<file path="src/rtl/uart_frame_streamer.sv">
// uart_frame_streamer
// Streams one camera frame over a byte-wide UART: an optional 7-byte header,
// WIDTH*HEIGHT pixels pulled from a fixed-latency FIFO (CH bytes each, MSB
// first, or only byte 0 in mono mode), then an 8-bit payload checksum.
// Every byte goes through the same SEND/WAIT_TX handshake with the UART.

module uart_frame_streamer #(
    parameter int WIDTH  = 640,
    parameter int HEIGHT = 480,
    parameter int CH     = 3,
    parameter int RD_LAT = 2,
    parameter int HDR_EN = 1
) (
    input  logic            clk,
    input  logic            rst_n,
    input  logic            start,
    input  logic            abort,
    input  logic            mono,
    output logic            pix_rd_req,
    input  logic [8*CH-1:0] pix_data,
    output logic [7:0]      tx_data,
    output logic            tx_start,
    input  logic            tx_busy,
    input  logic            tx_done,
    output logic            busy,
    output logic            done,
    output logic            aborted,
    output logic [7:0]      checksum,
    output logic [2:0]      state
);

    typedef enum logic [2:0] {
        S_IDLE    = 3'd0,
        S_HDR     = 3'd1,
        S_REQ     = 3'd2,
        S_WAIT_RD = 3'd3,
        S_SEND    = 3'd4,
        S_WAIT_TX = 3'd5,
        S_CSUM    = 3'd6,
        S_DONE    = 3'd7
    } state_t;

    // Which kind of byte the shared SEND/WAIT_TX handshake is carrying.
    typedef enum logic [1:0] {
        PH_HDR  = 2'd0,
        PH_PIX  = 2'd1,
        PH_CSUM = 2'd2
    } phase_t;

    localparam longint          TOTAL    = longint'(WIDTH) * longint'(HEIGHT);
    localparam int              CNT_W    = $clog2(TOTAL + 1);
    localparam logic [CNT_W-1:0] LAST_PIX = CNT_W'(TOTAL - 1);
    localparam logic [15:0]     W16      = 16'(WIDTH);
    localparam logic [15:0]     H16      = 16'(HEIGHT);
    localparam logic [2:0]      LAT3     = 3'(RD_LAT);
    localparam logic [2:0]      CH_M1    = 3'(CH - 1);
    localparam logic [7:0]      CH8      = 8'(CH);

    state_t            state_q, state_d;
    phase_t            phase_q, phase_d;
    logic              mono_q, mono_d;
    logic [CNT_W-1:0]  pix_cnt_q, pix_cnt_d;
    logic [2:0]        byte_idx_q, byte_idx_d;
    logic [2:0]        lat_cnt_q, lat_cnt_d;
    logic [8*CH-1:0]   pix_q, pix_d;
    logic [7:0]        checksum_q, checksum_d;
    logic              aborted_q, aborted_d;
    logic [7:0]        tx_data_q, tx_data_d;
    logic              tx_start_q, tx_start_d;
    logic              pix_rd_req_q, pix_rd_req_d;

    logic [7:0]        hdr_byte;
    logic [7:0]        pix_byte;
    logic [7:0]        cur_byte;
    logic              last_byte;
    logic              tx_ack;

    // Header byte selected by the running byte index.
    always_comb begin
        hdr_byte = 8'h00;
        case (byte_idx_q)
            3'd0:    hdr_byte = 8'hA5;
            3'd1:    hdr_byte = 8'h5A;
            3'd2:    hdr_byte = W16[15:8];
            3'd3:    hdr_byte = W16[7:0];
            3'd4:    hdr_byte = H16[15:8];
            3'd5:    hdr_byte = H16[7:0];
            3'd6:    hdr_byte = mono_q ? 8'd1 : CH8;
            default: hdr_byte = 8'h00;
        endcase
    end

    // Pixel byte: index 0 is the most significant byte; mono sends bits 7:0 only.
    always_comb begin
        pix_byte = pix_q[7:0];
        if (!mono_q) begin
            for (int k = 0; k < CH; k++) begin
                if (byte_idx_q == 3'(k)) begin
                    pix_byte = pix_q[8*(CH-1-k) +: 8];
                end
            end
        end
    end

    // Byte offered to the UART and end-of-pixel / handshake qualifiers.
    always_comb begin
        case (phase_q)
            PH_HDR:  cur_byte = hdr_byte;
            PH_PIX:  cur_byte = pix_byte;
            default: cur_byte = checksum_q;
        endcase
        last_byte = mono_q || (byte_idx_q == CH_M1);
        // A completion pulse in the same cycle as our own request belongs to
        // an earlier byte, so it is not taken as the acknowledge.
        tx_ack    = tx_done && !tx_start_q;
    end

    // Next-state and datapath updates; abort overrides everything at the end.
    always_comb begin
        state_d      = state_q;
        phase_d      = phase_q;
        mono_d       = mono_q;
        pix_cnt_d    = pix_cnt_q;
        byte_idx_d   = byte_idx_q;
        lat_cnt_d    = lat_cnt_q;
        pix_d        = pix_q;
        checksum_d   = checksum_q;
        aborted_d    = aborted_q;
        tx_data_d    = tx_data_q;
        tx_start_d   = 1'b0;
        pix_rd_req_d = 1'b0;

        case (state_q)
            S_IDLE: begin
                if (start) begin
                    mono_d     = mono;
                    pix_cnt_d  = '0;
                    byte_idx_d = 3'd0;
                    checksum_d = 8'h00;
                    aborted_d  = 1'b0;
                    if (HDR_EN != 0) begin
                        state_d = S_HDR;
                        phase_d = PH_HDR;
                    end else begin
                        state_d      = S_REQ;
                        phase_d      = PH_PIX;
                        pix_rd_req_d = 1'b1;
                    end
                end
            end
            S_HDR: begin
                state_d = S_SEND;
            end
            S_REQ: begin
                state_d   = S_WAIT_RD;
                lat_cnt_d = 3'd1;
            end
            S_WAIT_RD: begin
                if (lat_cnt_q == LAT3) begin
                    pix_d   = pix_data;
                    state_d = S_SEND;
                end else begin
                    lat_cnt_d = lat_cnt_q + 3'd1;
                end
            end
            S_SEND: begin
                if (!tx_busy) begin
                    tx_data_d  = cur_byte;
                    tx_start_d = 1'b1;
                    state_d    = S_WAIT_TX;
                end
            end
            S_WAIT_TX: begin
                if (tx_ack) begin
                    case (phase_q)
                        PH_HDR: begin
                            if (byte_idx_q == 3'd6) begin
                                byte_idx_d   = 3'd0;
                                phase_d      = PH_PIX;
                                state_d      = S_REQ;
                                pix_rd_req_d = 1'b1;
                            end else begin
                                byte_idx_d = byte_idx_q + 3'd1;
                                state_d    = S_HDR;
                            end
                        end
                        PH_PIX: begin
                            checksum_d = checksum_q + tx_data_q;
                            if (last_byte) begin
                                byte_idx_d = 3'd0;
                                pix_cnt_d  = pix_cnt_q + 1'b1;
                                if (pix_cnt_q == LAST_PIX) begin
                                    phase_d = PH_CSUM;
                                    state_d = S_CSUM;
                                end else begin
                                    state_d      = S_REQ;
                                    pix_rd_req_d = 1'b1;
                                end
                            end else begin
                                byte_idx_d = byte_idx_q + 3'd1;
                                state_d    = S_SEND;
                            end
                        end
                        default: begin
                            state_d = S_DONE;
                        end
                    endcase
                end
            end
            S_CSUM: begin
                state_d = S_SEND;
            end
            S_DONE: begin
                if (!start) begin
                    state_d = S_IDLE;
                end
            end
            default: begin
                state_d = S_IDLE;
            end
        endcase

        if (abort && (state_q != S_IDLE)) begin
            state_d      = S_IDLE;
            aborted_d    = 1'b1;
            tx_start_d   = 1'b0;
            pix_rd_req_d = 1'b0;
        end
    end

    // State and datapath registers with synchronous active-low reset.
    always_ff @(posedge clk) begin
        if (!rst_n) begin
            state_q      <= S_IDLE;
            phase_q      <= PH_HDR;
            mono_q       <= 1'b0;
            pix_cnt_q    <= '0;
            byte_idx_q   <= 3'd0;
            lat_cnt_q    <= 3'd0;
            pix_q        <= '0;
            checksum_q   <= 8'h00;
            aborted_q    <= 1'b0;
            tx_data_q    <= 8'h00;
            tx_start_q   <= 1'b0;
            pix_rd_req_q <= 1'b0;
        end else begin
            state_q      <= state_d;
            phase_q      <= phase_d;
            mono_q       <= mono_d;
            pix_cnt_q    <= pix_cnt_d;
            byte_idx_q   <= byte_idx_d;
            lat_cnt_q    <= lat_cnt_d;
            pix_q        <= pix_d;
            checksum_q   <= checksum_d;
            aborted_q    <= aborted_d;
            tx_data_q    <= tx_data_d;
            tx_start_q   <= tx_start_d;
            pix_rd_req_q <= pix_rd_req_d;
        end
    end

    assign pix_rd_req = pix_rd_req_q;
    assign tx_data    = tx_data_q;
    assign tx_start   = tx_start_q;
    assign busy       = (state_q != S_IDLE) && (state_q != S_DONE);
    assign done       = (state_q == S_DONE);
    assign aborted    = aborted_q;
    assign checksum   = checksum_q;
    assign state      = state_q;

endmodule

</file>
<file path="config.mk">
export PLATFORM = sky130hd
export DESIGN_NAME = uart_frame_streamer
export DESIGN_NICKNAME = d
export VERILOG_FILES = /design/src/rtl/uart_frame_streamer.sv
export SDC_FILE = /design/constraint.sdc
export NUM_CORES = 1
export LEC_CHECK = 0
export ABC_AREA = 0
export BUFFER_PORTS_ARGS = -buffer_cell sky130_fd_sc_hd__buf_2
export CORE_MARGIN = 2
export CORE_UTILIZATION = 40
export DETAILED_ROUTE_END_ITERATION = 12
export PLACE_DENSITY = 0.58
export SETUP_SLACK_MARGIN = 0.2
export SYNTH_ARGS = -nofsm -noshare
export SYNTH_HDL_FRONTEND = slang
export SYNTH_SLANG_ARGS = --single-unit
export TNS_END_PERCENT = 100
</file>
<file path="constraint.sdc">
create_clock -name clk -period 3.1 [get_ports clk]
set_input_delay 0.155 -clock clk [delete_from_list [all_inputs] [get_ports clk]]
set_output_delay 0.155 -clock clk [all_outputs]
set_load 0.02 [all_outputs]
</file>
Word level (Yosys, flattened, before mapping). Cells that the tools add are included.

Input port bits: 31. Logic and storage cells: 126. Register bits: 74. Output and inout port bits: 24.

Reduce and logical (&&, ||, !) cells: 27. Mux-type cells: 49. Equality and inequality tests: 29. Add/sub/neg operators: 4. Bitwise operators: 5.

Operators with widths (count): $mux 19 (4); $mux 8 (7); $pmux 8 s7 (1); $pmux 19 s2 (1); $mux 3 (12); $pmux 8 s2 (2); $pmux 3 s2 (4); $eq 3x3->1 const B (7); $pmux 3 s7 (1); $add 19x1->19 const B (1); $eq 19x19->1 const B (1); $ne 2x2->1 const B (8); $eq 3x2->1 const B (5); $mux 2 (7); $ne 3x3->1 const B (4); $reduce_and 2->1 (5); $reduce_and 5->1 (2); $add 8x8->8 (1); $pmux 2 s2 (2); $reduce_and 4->1 (2); $reduce_bool 2->1 (4); $mux 1 (7); $reduce_and 7->1 (1); $add 3x1->3 const B (2); other kinds (14) (23).

Logic depth before layout (Yosys ltp). Gate-level depths: netlist of run 1.

Depth after elaboration: 6. Mapped depth: 9. Depth with buffers taken out: 8.

Worst setup path before layout of run 1. Ideal clock, no wire load.

Path type: register to register. From: reg byte_idx_q[0]. To: reg pix_cnt_q[18]. Required time: 3.041 ns. Slack: 1.042 ns. Arrival: 1.999 ns. Buffers on the path: 1. Setup time: 0.059 ns. Cell stages (with the launch flop): 9. Clock period less this slack: 2.058 ns. Cell sequence: dfxtp_1 inv_1 ha_1 buf_2 nor2b_1 o21ai_0 a211o_4 or4_1 nand2_1.

Longest elaborated chain between the ends: 4.

Ends and longest elaborated chain: from (decl) (RTL line 63) `logic [2:0] byte_idx_q, byte_idx_d;`; from (signal assigned) (RTL line 251) `byte_idx_q <= byte_idx_d;`; $eq 3x2->1 (RTL line 112) `last_byte = mono_q || (byte_idx_q == CH_M1);`; $logic_or 1x1->1 (RTL line 112); $ne 2x2->1 (no source line); $reduce_and 5->1 (no source line); to (signal assigned) (RTL line 250) `pix_cnt_q <= pix_cnt_d;`; to (decl) (RTL line 62) `logic [CNT_W-1:0] pix_cnt_q, pix_cnt_d;`.

No other way between the ends. A chain may end at the register's enable or synchronous reset.

Final worst setup path of run 1.
From: reg phase_q[0]. To: reg pix_cnt_q[12].

Longest elaborated chain between the ends: 3.

Ends and longest elaborated chain: from (decl) (RTL line 60) `phase_t phase_q, phase_d;`; from (signal assigned) (RTL line 248) `phase_q <= phase_d;`; $eq 2x1->1 (RTL line 175) `case (phase_q)`; $ne 2x2->1 (no source line); $reduce_and 5->1 (no source line).

No other way between the ends.

==> flow_summary.ini, run 1 <==
[setup_path]
cp_data_required_time_ns = 3.38
critical_path_sink_type = flip-flop
worst-r2r-cell-count = 5
critical-path-max-stage-delay_ns = 0.58
r2r_end = pix_cnt_q[12]
worstPathCellList = nand2b_1 > a21oi_1 > o21ai_2 > or4_1 > a21oi_1
reg2reg_slack_ns = 0.67
arrival_time_at_the_worst_endpoint_ns = 2.72
critical_path.max_fanout = 15
critPathMostFrequentCell = sky130_fd_sc_hd__a21oi_1
path_class = flip-flop to flip-flop
critical_path.reg2reg.startpoint = phase_q[0]
worst_setup_path_start_kind = flip-flop
critical_path_s_slowest_cell = sky130_fd_sc_hd__dfxtp_1

[timing]
share_of_the_clock_period_used_by_the_worst_path_after_layout_pct = 78.5
fmax_ghz = 0.411
fin_worst_skew_ns = 0.0135
postLayoutSetupSlackWorst_ns = 0.666
maxSlewViolCount = 0
finalSetupViolCount = 0
worst-slew-pin-transition_ns = 0.737
finalHoldViolCount = 0
fin_crit_ns = 2.43
max_slew_margin_pct = 50.3
grt_setup_unrepaired = false
totalNegativeSetupSlack_ns = 0

[grt]
grt_pass1_vias = 3548
grt_overflow_total = 0
grt_start_max_net_pins = 37
wire_length_of_the_first_global_routing_pass_microns = 17600
grt_usage_pct = 19.8
antenna_found_initial = 0

[power_and_ir_drop]
p_comb_share_pct = 9.1
cell_leakage_power_uw = 0.00169
seqPwrFrac_pct = 50.8
clock_power_share_pct = 40.1
p_int_uw = 1400
power_density_mw_per_mm2 = 419
worst_ir_drop_vdd_mv = 0.202
report.power.total_uw = 1930
switchingPower_uw = 527
p_sw_share_pct = 27.4

[die]
floorplan.core_area_sq_mm = 0.00977
num_rows = 36
initial_utilization_pct = 41.2
chipHeight_microns = 104
die_width_microns = 104
top_level_ports = 55
die_area_sq_mm = 0.0109

[cts]
clk-insertion-delay-late_ns = 0.35
numClockSinks = 74
cts_h_tree_depth = 3
cts_tree = yes
cts-root-buf = sky130_fd_sc_hd__clkbuf_8
clk_pin_slew_ns = 0.09
ctsLongestPathBuffers = 2
cts_buffers = 9

[detailed_routing]
via_per_inst = 5.60
post-route-drc-count = 0
detailedRoute.firstPassIterationCount = 5
dr.first_iter.drc_count = 262
routed_wire_length_per_instance_microns = 15.4
route.vias.total = 3815
drtAntennaViolNets = 0
routed_wl_microns = 10500

[logic_synthesis]
async_flop_share_pct = 0
ys_seq_area_share_pct = 36.7
synth_top_cell_by_area = sky130_fd_sc_hd__dfxtp_1
yosys_top_cell_area_share_pct = 36.7
synth.distinct_cells = 60
mappedNetlistArea_sq_mm = 0.00403
total_nets_after_synthesis = 547
most_used_dff_post_synth = sky130_fd_sc_hd__dfxtp_1
syn-mean-instance-area_sq_um = 8.05
synth-seq-cells = 74
synthTopCellsByArea = sky130_fd_sc_hd__dfxtp_1 (37%), sky130_fd_sc_hd__nand2_1 (7.1%), sky130_fd_sc_hd__a21oi_1 (6.3%)
syn-instance-count = 501
synth_enable_flop_cells = 0
synth.yosys.warnings = 0

[final_layout]
area.growth.synth_to_final_pct = 14.1
fin_util_pct = 47.1
layout_cell_share_with_drive_strength_beyond_1_pct = 16.1
layout.cells.non_filler = 681
finish.net_count = 589
antenna_cells = 0

[place]
preCtsSetupSlack_ns = 0.714
gp_congestion = 0.885
io_buffer_count = 54
dpl.cell_count = 664
dp.final_hpwl_microns = 7530

[hold_path]
hold_path.startpoint = pix_data[13]
min-delay-path-class = primary input to flip-flop
whs_endpoint = pix_q[13]
hold_crit_depth = 3

[outcome]
run_status = complete, no violations

[flow_run]
max-cap-violations = 0
## worst max path at each step
stage / start / endpoint / slack, ns
after global routing: phase_q[0] / pix_cnt_q[6] / 0.39
after global placement: byte_idx_q[0] / pix_cnt_q[18] / 0.83
final: phase_q[0] / pix_cnt_q[12] / 0.67
after floorplan: byte_idx_q[0] / pix_cnt_q[18] / 1.04
after detailed placement: phase_q[0] / pix_cnt_q[8] / 0.71
after CTS: phase_q[0] / pix_cnt_q[8] / 0.69
## through the flow
step	hold slack, ns	instance area [sq um]
after floorplan	0.234	4030
after global placement	0.360	4390
after detailed placement	0.367	4390
after CTS	0.00819	4600
after global routing	0.0157	4600
final	0.0257	4600
## cell usage after synthesis, types with 2 or more instances
master                      count
sky130_fd_sc_hd__a31oi_1        4
sky130_fd_sc_hd__clkbuf_1      25
sky130_fd_sc_hd__and3_1         5
sky130_fd_sc_hd__xor2_1         6
sky130_fd_sc_hd__dfxtp_1       74
sky130_fd_sc_hd__buf_1          2
sky130_fd_sc_hd__a21oi_1       51
sky130_fd_sc_hd__nor2_1        42
sky130_fd_sc_hd__buf_6          2
sky130_fd_sc_hd__nand2_1       76
sky130_fd_sc_hd__a2bb2oi_1      9
sky130_fd_sc_hd__a22oi_1        5
sky130_fd_sc_hd__ha_1          14
sky130_fd_sc_hd__or4_1          9
sky130_fd_sc_hd__o2111a_1       2
sky130_fd_sc_hd__nand2b_1       9
sky130_fd_sc_hd__o21ai_0       11
sky130_fd_sc_hd__or3_1          4
sky130_fd_sc_hd__inv_1         14
sky130_fd_sc_hd__mux2i_1        6
sky130_fd_sc_hd__nor4_1         6
sky130_fd_sc_hd__o2111ai_1      4
sky130_fd_sc_hd__buf_2          3
sky130_fd_sc_hd__o211ai_1       8
sky130_fd_sc_hd__a2111oi_0      6
sky130_fd_sc_hd__o21a_1         6
sky130_fd_sc_hd__a41oi_1        3
sky130_fd_sc_hd__o22ai_1        6
sky130_fd_sc_hd__nand4_1        6
sky130_fd_sc_hd__nand3_1       15
sky130_fd_sc_hd__xnor2_1        6
sky130_fd_sc_hd__a211oi_1       4
sky130_fd_sc_hd__nand3b_1       7
sky130_fd_sc_hd__and4_1         2
sky130_fd_sc_hd__nor3b_1        3
sky130_fd_sc_hd__nor3_1         4
sky130_fd_sc_hd__nor2b_1        7
sky130_fd_sc_hd__o221ai_1       6
sky130_fd_sc_hd__o31ai_1        8
## layer usage
layer	routed length (microns)	part of all wire [%]	track usage, %
met4	139	1.3	5.89
met5	0	0	0
met2	4820	46	31.7
met3	417	4.0	3.26
met1	5140	49	27.2
## registers in the layout, indices dropped and copies added, names as in the netlist, 2 cells and up
signal,count
pix_cnt_q,19
state,3
tx_data,8
lat_cnt_q,3
byte_idx_q,3
checksum,8
pix_q,24
phase_q,2
## repair_timing
action / in CTS / in global routing
hold endpoints to repair: 1 / 0
setup buffers: 0 / 0
resized for setup: 0 / 0
hold buffers: 1 / 0
## kinds of logic (layout without fill, tap and decap cells)
kind of cell    after synthesis  in the layout  share of synthesized area [%]
xor+xnor                     12             12                           2.61
buf+inv                      47             94                           4.84
mux                           6              6                           1.49
flops                        74             74                           36.7
fa+ha+maj                    15             15                           4.84
simple gates                203            203                           25.0
compound gates              144            144                           24.5
## critical path: cells and delay by family, from the launching register on
kind | cells | cell delay, ns
AO/OA/AOI/OAI | 3 | 0.90
flip-flops | 1 | 0.58
AND/OR/NAND/NOR | 2 | 0.89
## power by group through the flow
stage	clock (uW)	combinational (uW)	sequential (uW)
floorplan	0	123	997
global placement	0	172	1000
detailed placement	0	173	1000
CTS	796	175	979
global route	839	193	981
finish	772	175	979
## cells in the final DEF (no fill, tap or decap), types with 5 or more instances in the layout
| master | Yosys | layout |
|---|---|---|
| sky130_fd_sc_hd__nand3b_1 | 7 | 7 |
| sky130_fd_sc_hd__nor4_1 | 6 | 6 |
| sky130_fd_sc_hd__dfxtp_1 | 74 | 74 |
| sky130_fd_sc_hd__o221ai_1 | 6 | 6 |
| sky130_fd_sc_hd__buf_2 | 3 | 54 |
| sky130_fd_sc_hd__nand3_1 | 15 | 15 |
| sky130_fd_sc_hd__inv_1 | 14 | 14 |
| sky130_fd_sc_hd__nand2b_1 | 9 | 9 |
| sky130_fd_sc_hd__xor2_1 | 6 | 6 |
| sky130_fd_sc_hd__buf_4 | 0 | 8 |
| sky130_fd_sc_hd__o21ai_0 | 11 | 11 |
| sky130_fd_sc_hd__mux2i_1 | 6 | 6 |
| sky130_fd_sc_hd__a2111oi_0 | 6 | 6 |
| sky130_fd_sc_hd__nor2_1 | 42 | 42 |
| sky130_fd_sc_hd__xnor2_1 | 6 | 6 |
| sky130_fd_sc_hd__o22ai_1 | 6 | 6 |
| sky130_fd_sc_hd__and3_1 | 5 | 5 |
| sky130_fd_sc_hd__clkbuf_8 | 0 | 9 |
| sky130_fd_sc_hd__nand2_1 | 76 | 76 |
| sky130_fd_sc_hd__o211ai_1 | 8 | 8 |
| sky130_fd_sc_hd__o21a_1 | 6 | 6 |
| sky130_fd_sc_hd__a22oi_1 | 5 | 5 |
| sky130_fd_sc_hd__nor2b_1 | 7 | 7 |
| sky130_fd_sc_hd__or4_1 | 9 | 9 |
| sky130_fd_sc_hd__ha_1 | 14 | 14 |
| sky130_fd_sc_hd__a2bb2oi_1 | 9 | 9 |
| sky130_fd_sc_hd__a21oi_1 | 51 | 51 |
| sky130_fd_sc_hd__o31ai_1 | 8 | 8 |
| sky130_fd_sc_hd__nand4_1 | 6 | 6 |
## layout make-up
type	instances	area, sq um
inverter	15	56.3
timing repair buffer	63	340
clock inverter	7	77.6
tap	133	166
fill	1003	5170
multi-input combinational	380	2350
clock buffer	9	124
sequential	74	1480
Note: power is estimated with default switching activity, not from simulation.
==> inputs of run 2 (changes only) <==
clock period = 2.3 ns   (was 3.1 ns; I/O delays follow)
==> run 2 against run 1 <==
Effect of this change: clock power increased by 52%; largest power group unchanged; first-iteration DRC count fell by 23%; sequential power up 34%; hold slack better by 0.0012 ns; wire length rose by 2.3%; via count up 1.9%.
==> flow_summary.ini, run 2 (synthesized netlist as in run 1, its figures left out) <==
[timing]
worst-slew-pin-transition_ns = 0.507
totalNegativeSetupSlack_ns = 0
share_of_the_clock_period_used_by_the_worst_path_after_layout_pct = 87.4
timing.hold.ws_ns = 0.0269
fin_crit_ns = 2.01
fin_worst_skew_ns = 0.0138
grt_setup_unrepaired = true
max_slew_margin_pct = 65.3
finalHoldViolCount = 0
fmax_ghz = 0.498
finalSetupViolCount = 0
maxSlewViolCount = 0

[power_and_ir_drop]
p_comb_share_pct = 10.5
switchingPower_uw = 685
clock_power_share_pct = 42.1
cell_leakage_power_uw = 0.00187
power_density_mw_per_mm2 = 556
p_int_uw = 2090
seqPwrFrac_pct = 47.3
p_sw_share_pct = 24.7
worst_ir_drop_vdd_mv = 0.263

[grt]
wire_length_of_the_first_global_routing_pass_microns = 18100
antenna_found_initial = 0
grt_usage_pct = 20.3
grt_pass1_vias = 3693
grt_overflow_total = 0
grt_start_max_net_pins = 35

[die]
die_area_sq_mm = 0.0109
num_rows = 36
top_level_ports = 55
floorplan.core_area_sq_mm = 0.00977
chipHeight_microns = 104
die_width_microns = 104
initial_utilization_pct = 41.2

[setup_path]
arrival_time_at_the_worst_endpoint_ns = 2.31
critical_path.max_fanout = 7
cp_data_required_time_ns = 2.60
worst_setup_path_start_kind = flip-flop
critical_path_sink_type = flip-flop
path_class = flip-flop to flip-flop

[detailed_routing]
routed_wire_length_per_instance_microns = 15.0
detailedRoute.firstPassIterationCount = 4
routed_wl_microns = 10800
via_per_inst = 5.43
drtAntennaViolNets = 0
route.vias.total = 3887
dr.first_iter.drc_count = 201
post-route-drc-count = 0

[hold_path]
min-delay-path-class = primary input to flip-flop

[final_layout]
largest_register_ffs = 24
reg.largest.list = pix_q x24, pix_cnt_q x19
most-common-layout-cells = sky130_fd_sc_hd__nand2_1 (76), sky130_fd_sc_hd__dfxtp_1 (73), sky130_fd_sc_hd__buf_2 (54)
finish.net_count = 624
layout_cell_share_with_drive_strength_beyond_1_pct = 18.5
filler_cell_count = 985
layout.cells.most_common = sky130_fd_sc_hd__nand2_1
registers.top_by_ff_count = pix_q
layout.cells.non_filler = 716
area.growth.synth_to_final_pct = 23.6
antenna_cells = 0

[cts]
clk_pin_slew_ns = 0.08
numClockSinks = 74
ctsLongestPathBuffers = 2
cts-root-buf = sky130_fd_sc_hd__clkbuf_8
clk-insertion-delay-late_ns = 0.35
cts_buffers = 9
cts_h_tree_depth = 3
cts_tree = yes

[place]
gp_congestion = 0.801
dp.final_hpwl_microns = 7740
dpl.cell_count = 677
io_buffer_count = 54

[outcome]
run_status = complete, no violations

[flow_run]
max-cap-violations = 0
-- run 2: per-layer routing --
layer,GRT usage [%],share of wire (%),up-vias
li1,-,-,1984
met1,27.2,48,1805
met2,32.8,46,86
met3,4.70,5.1,12
met4,5.60,1.3,0
met5,0,0,-
-- run 2: worst max-delay path, stage by stage, from the launching register on --
cell	delay, ns
sky130_fd_sc_hd__dfxtp_1	0.38
sky130_fd_sc_hd__inv_1	0.10
sky130_fd_sc_hd__ha_2	0.21
sky130_fd_sc_hd__or3_1	0.47
sky130_fd_sc_hd__nor2_4	0.22
sky130_fd_sc_hd__o22ai_1	0.11
sky130_fd_sc_hd__o221ai_1	0.26
sky130_fd_sc_hd__o2111a_1	0.21
-- run 2: timing repair --
action | CTS | global route
setup buffers | 0 | 0
resized for setup | 3 | 8
endpoints found under the hold margin | 23 | 0
setup endpoints to repair | 5 | 19
hold buffers | 23 | 0
-- run 2: area by class of cell --
type	instances	area, sq um	share of cell area (%)
multi-input cells	380	2390	48.0
flip-flops and latches	74	1480	29.7
repair buffers	98	658	13.2
well taps	133	166	3.34
clock buffers	12	155	3.11
clock inverters	4	73.8	1.48
inverters	15	56.3	1.13
-- run 2: power by group through the flow --
stage          clock network [uW]  logic [uW]  registers, uW
2_1_floorplan                   0         165           1340
3_3_place_gp                    0         256           1340
3_5_place_dp                    0         256           1340
4_1_cts                      1200         287           1310
5_1_grt                      1250         319           1320
6_report                     1170         292           1310
-- run 2: worst paths after layout --
| check | startpoint | endpoint | slack, ns | cells after the start |
|---|---|---|---|---|
| setup / recovery | byte_idx_q[0] | tx_data[0] | 0.29 | 7 |
| hold / removal | pix_data[10] | pix_q[10] | 0.03 | 3 |
| setup reg to reg | byte_idx_q[0] | tx_data[0] | 0.29 | 7 |
| hold reg to reg | pix_q[10] | pix_q[10] | 0.46 | 2 |
-- run 2: stage by stage --
step	total power (uW)	util [%]	setup WS (ns)	cell area [sq um]
2_1_floorplan	1510	-	0.242	4030
3_3_place_gp	1600	45.9	0.208	4490
3_5_place_dp	1600	45.9	0.117	4490
4_1_cts	2790	50.7	0.230	4950
5_1_grt	2880	51.0	0.166	4980
6_report	2770	51.0	0.290	4980
